<file path="config.mk">
export PLATFORM = sky130hd
export DESIGN_NAME = fifo_rd_stream
export DESIGN_NICKNAME = d
export VERILOG_FILES = /design/src/rtl/fifo_rd_stream.sv
export SDC_FILE = /design/constraint.sdc
export NUM_CORES = 1
export LEC_CHECK = 0
export CAP_MARGIN = 20
export CORE_UTILIZATION = 30
export CTS_BUF_LIST = sky130_fd_sc_hd__clkbuf_4 sky130_fd_sc_hd__clkbuf_8
export CTS_CLUSTER_SIZE = 8
export DETAILED_ROUTE_END_ITERATION = 6
export PLACE_DENSITY = 0.57
export REMOVE_ABC_BUFFERS = 1
export SYNTH_ARGS = -nofsm -noshare
export SYNTH_HDL_FRONTEND = slang
export SYNTH_SLANG_ARGS = --single-unit
export TNS_END_PERCENT = 30
</file>
<file path="constraint.sdc">
create_clock -name clk -period 1.7 [get_ports clk]
set_input_delay 0.255 -clock clk [delete_from_list [all_inputs] [get_ports clk]]
set_output_delay 0.255 -clock clk [all_outputs]
set_load 0.005 [all_outputs]
</file>
<file path="src/rtl/fifo_rd_stream.sv">
// Show-ahead FIFO read-side consumer: pops into a 2-entry skid
// buffer and re-presents words as a registered valid/ready stream.
module fifo_rd_stream #(
  parameter int WIDTH   = 10,
  parameter int LAST_EN = 1,
  parameter int CNTW    = 16
) (
  input  logic             clk,
  input  logic             rst_n,
  input  logic [WIDTH-1:0] fifo_rdata,
  input  logic             fifo_empty,
  output logic             fifo_ren,
  input  logic             fifo_err,
  output logic             m_valid,
  input  logic             m_ready,
  output logic [WIDTH-1:0] m_data,
  output logic             m_last,
  output logic [CNTW-1:0]  beat_cnt,
  output logic [CNTW-1:0]  pkt_cnt,
  output logic             in_pkt,
  output logic             idle,
  output logic             err
);

  typedef enum logic [1:0] {
    EMPTY = 2'd0,
    ONE   = 2'd1,
    FULL  = 2'd2
  } state_t;

  state_t           state_q, state_d;
  logic [WIDTH-1:0] main_q, main_d;
  logic [WIDTH-1:0] skid_q, skid_d;
  logic             take;
  logic             pop;

  // Pop depends only on registered occupancy, never on m_ready.
  assign pop      = rst_n & ~fifo_empty & (state_q != FULL);
  assign fifo_ren = pop;

  assign m_valid = (state_q != EMPTY);
  assign m_data  = main_q;
  assign take    = m_valid & m_ready;
  assign m_last  = (LAST_EN != 0) ? main_q[WIDTH-1] : 1'b1;
  assign idle    = (state_q == EMPTY) & ~in_pkt;

  always_comb begin
    state_d = state_q;
    main_d  = main_q;
    skid_d  = skid_q;
    unique case (state_q)
      EMPTY: begin
        if (pop) begin
          state_d = ONE;
          main_d  = fifo_rdata;
        end
      end
      ONE: begin
        if (pop && take) begin
          main_d = fifo_rdata;
        end else if (pop) begin
          state_d = FULL;
          skid_d  = fifo_rdata;
        end else if (take) begin
          state_d = EMPTY;
        end
      end
      FULL: begin
        if (take) begin
          state_d = ONE;
          main_d  = skid_q;
        end
      end
      default: state_d = EMPTY;
    endcase
  end

  always_ff @(posedge clk) begin
    if (!rst_n) begin
      state_q <= EMPTY;
      main_q  <= '0;
      skid_q  <= '0;
    end else begin
      state_q <= state_d;
      main_q  <= main_d;
      skid_q  <= skid_d;
    end
  end

  always_ff @(posedge clk) begin
    if (!rst_n) begin
      beat_cnt <= '0;
      pkt_cnt  <= '0;
      in_pkt   <= 1'b0;
      err      <= 1'b0;
    end else begin
      if (take) begin
        beat_cnt <= beat_cnt + 1'b1;
        in_pkt   <= ~m_last;
      end
      if (take && m_last) begin
        pkt_cnt <= pkt_cnt + 1'b1;
      end
      if (fifo_err) begin
        err <= 1'b1;
      end
    end
  end

endmodule
</file>
# [Word level (Yosys, flattened, before mapping)]
# Cells that the tools add are included.
# Widths: inputs -> output; s select.
[word_totals] ff_bits=56 out_inout_bits=48 in_bits=15 word_cells=43
[op_classes] eq_ne=8 reduce_logical=8 n_addsub=2 mux=10 bitwise_logic=8
[ops] cell="$add 16x1->16 const B" count=2
[ops] cell="$mux 10" count=3
[ops] cell="$pmux 10 s3" count=1
[ops] cell="$mux 2" count=5
[ops] cell="$ne 2x2->1 const B" count=5
[ops] cell="$reduce_and 4->1" count=2
[ops] cell="$pmux 2 s3" count=1
[ops] cell="$and 1x1->1" count=4
[ops] cell="$not 1->1" count=4
[ops] cell="$ne 3x3->1 const B" count=1
[ops] cell="$reduce_and 3->1" count=1
[ops] cell="$reduce_bool 3->1" count=1
[ops] cell="$eq 2x1->1 const B" count=1
[ops] cell="$eq 2x2->1 const B" count=1
[ops] cell="$logic_and 1x1->1" count=2
[ops] cell="$logic_not 2->1" count=1
[ops] cell="$reduce_bool 2->1" count=1

# [Longest topological paths before layout]
[logic_depth] depth_word=6 depth_mapped=6 depth_no_buf=5

# [Worst setup path after synthesis]
# No wires, ideal clock.
[synth_timing] kind="register -> register" from="reg main_q[9], in the netlist m_data[9]" to="reg pkt_cnt[15]" path_stages_with_launch=6 period_less_slack_ns=1.715 n_path_buf=1 required_time_ns=1.629 setup_ns=0.071 path_slack_ns=-0.015 arrival_ns=1.644 path_cell_list="dfxtp_1 -> o211ai_4 -> or3_1 -> buf_2 -> or4_1 -> a21oi_1"
[synth_via] elab_chain_cells=1
[synth_rtl] element="start: declaration" line_no="32" rtl="logic [WIDTH-1:0] main_q, main_d;"
[synth_rtl] element="start signal: assignment" line_no="85" rtl="main_q <= main_d;"
[synth_rtl] element="$logic_and 1x1->1" line_no="101" rtl="if (take && m_last) begin"
[synth_rtl] element="end signal: assignment" line_no="102" rtl="pkt_cnt <= pkt_cnt + 1'b1;"
[synth_rtl] element="end: declaration" line_no="19" rtl="output logic [CNTW-1:0] pkt_cnt,"
# No other way between the ends.
# A chain may end at the register's enable or synchronous reset.

# [Final worst setup path]
[layout_timing] from="reg main_q[9], in the netlist m_data[9]" to="out m_last"
[layout_lines] element="end: declaration" line_no="17" rtl="output logic m_last,"
# No word-level cell between the ends.

==> results_dict.tcl <==
set metrics [dict create \
    min_period_ps 1620 \
    clock_latency_ps 300 \
    die_h_um 92.1 \
    vias_per_cell 4.71 \
    wire_per_inst_um 12.0 \
    path_clk_slew_ps 90 \
    crit_fanout 6 \
    drtPass1Iterations 4 \
    max_slew_margin_pct 76.0 \
    placed_cell_area_sq_mm 0.00336 \
    start_util_pct 31.2 \
    cts_max_level 2 \
    multi_input_area_sq_mm 0.00124 \
    async_flop_share_pct 0 \
    required_ps 1440 \
    core_sq_mm 0.00781 \
    ys_warn_count 0 \
    filler_cell_count 793 \
    finalHoldViolCount 0 \
    row_count 32 \
    wirelength_mm 5.44 \
    die_w_um 92.1 \
    rsz0062_at_grt "false" \
    synthCells 270 \
    startpoint "m_data[9]" \
    static-leakage-power_nw 1.31 \
    synth_edf_count 0 \
    ioPinCount 63 \
    grt_first_pass_wirelength_mm 8.78 \
    cts_tree "done" \
    ir_worst_vdd_v 0.000310 \
    dp_hpwl_mm 3.86 \
    cap_violations 0 \
    yosysTopAreaCell "dfxtp_1" \
    power_w 0.00234 \
    worstSetupEndpointType "primary output" \
    r2r_end "pkt_cnt[15]" \
    gp_congestion 0.696 \
    worst_slack_ps 77.3 \
    path_class "reg -> out" \
    cp-start-kind "register" \
    finClkSkew_ps 7.09 \
    post-synth-top-count-cell "dfxtp_1" \
    avgSynthCellArea_sq_um 9.03 \
    drtIter0Drc 75 \
    numPortBuffers 62 \
    cts-root-buf "clkbuf_8" \
    cts_setup_buffers 0 \
    hp-class "reg -> reg" \
    grt_usage_pct 12.9 \
    worstMarginPinSlew_ps 358 \
    gr-total-overflow 0 \
    pre_cts_slack_ps -347 \
    ant_nets 0 \
    final_cell_area_sq_mm 0.00346 \
    drive_above_1_share_pct 12.5 \
    synth_flop_cell "dfxtp_1" \
    grt_pass1_vias 1877 \
    clock_sinks 56 \
    drc 0 \
    reg2reg_depth 4 \
    synth_area_leaders "dfxtp_1 46%, mux2i_1 9.9%, nor2_1 7.7%, xnor2_1 4.7%, a211oi_1 3.1%" \
    vias 2134 \
    synth_common_cells "56 x dfxtp_1, 50 x nor2_1, 24 x mux2i_1" \
    synthToLayoutAreaGrowth_pct 41.8 \
    reg2reg_slack_ps 110 \
    final-seq-area_sq_mm 0.00113 \
    setup_viol 0 \
    ys_ff_latch 56 \
    reg2reg_from "pkt_cnt[4]" \
    ys_types 36 \
    synth_area_sq_mm 0.00244 \
    status "finished clean" \
    fin_crit_sh_pct 95.5 \
    ys_seq_area_share_pct 46.0 \
    fmax_ghz 0.616 \
    die_area_sq_mm 0.00849 \
    grt_max_degree 54 \
    antenna_found_initial 0 \
    slew_violations 0 \
    synth_top_area_share_pct 46.0 \
    setup.worst_path.end "m_last" \
    numCtsBuffers 5 \
    p_per_area_mw_per_mm2 677 \
    tns_ps 0 \
    clockBufferDepth 2 \
    diodes 0 \
    fin_nets 368 \
    cp.arrival_ps 1370 \
]
[metrics by stage]
| step | hold WS, ps | util (%) | cells |
|---|---|---|---|
| after floorplan | 371 | - | 254 |
| after global placement | 455 | 43.0 | 446 |
| after detailed placement | 460 | 43.0 | 446 |
| after CTS | 485 | 44.1 | 453 |
| after global routing | 504 | 44.3 | 453 |
| final | 480 | 44.3 | 453 |
[worst min path at each step]
stage                   from  endpoint  slack (ps)  depth (start not counted)
floorplan           fifo_err       err         370                          2
global placement         err       err         450                          2
detailed placement       err       err         460                          2
CTS                      err       err         490                          2
global route             err       err         500                          2
finish                   err       err         480                          2
[final cells by class]
cell class	count	share of cell area [%]
flip-flops and latches	56	32.6
repair buffers	90	24.9
clock inverters	1	0.145
inverters	5	0.543
clock buffers	6	2.21
multi-input cells	193	35.9
well taps	102	3.69
[flip-flops by register name (all words and copies together), names as in the netlist]
signal    cells
err           1
pkt_cnt      16
state_q       2
beat_cnt     16
skid_q       10
in_pkt        1
m_data       10
[where the power goes]
group          switching (W)  leakage (nW)  internal (W)
Clock               0.000414        0.0445      0.000298
Combinational       0.000109         0.810      0.000153
Sequential         0.0000236         0.455       0.00134
[cells by family (layout without fill, tap and decap cells)]
kind of cell               after synthesis  after routing  synth area share, %
DFF                                     56             56                 46.0
AOI/OAI and AO/OA                       35             35                 9.86
and+or+nand+nor                        111            111                 21.9
adders and majority gates                2              2                 1.03
muxes                                   24             24                 9.86
xor gates and xnor gates                21             21                 7.55
buffers and inverters                   21            102                 3.85
[routing by layer]
metal	GRT usage, %	vias up	share of wire, %
li1	-	1101	-
met1	16.7	987	49
met2	20.8	42	46
met3	3.48	4	4.7
met4	3.91	0	0.81
met5	0	-	0
[cells in the final DEF (no fill, tap or decap), types with 2 or more instances in the layout]
| cell | count |
|---|---|
| or3_1 | 6 |
| clkbuf_8 | 5 |
| nand2b_1 | 4 |
| nor3_1 | 4 |
| a21oi_1 | 10 |
| inv_1 | 4 |
| nor2_1 | 50 |
| a211oi_1 | 10 |
| nor4_1 | 6 |
| dlymetal6s2s_1 | 3 |
| buf_4 | 26 |
| xnor2_1 | 13 |
| o21ai_0 | 7 |
| nand4_1 | 5 |
| mux2i_1 | 24 |
| clkdlybuf4s50_1 | 58 |
| nand3_1 | 12 |
| dfxtp_1 | 54 |
| and4_1 | 2 |
| buf_12 | 2 |
| and3_1 | 3 |
| nand2_1 | 11 |
| xor2_1 | 8 |
| ha_1 | 2 |
[timing repair]
item | CTS | global route
gates resized for setup | 4 | 5
hold buffers | 0 | 0
setup endpoints to repair | 4 | 12
hold endpoints to repair | 0 | 0
[critical path, stage by stage, from the launching register on]
cell	delay, ps
dfxtp_1	390
buf_4	170
clkdlybuf4s50_1	500
Note: power is estimated with default switching activity, not from simulation.
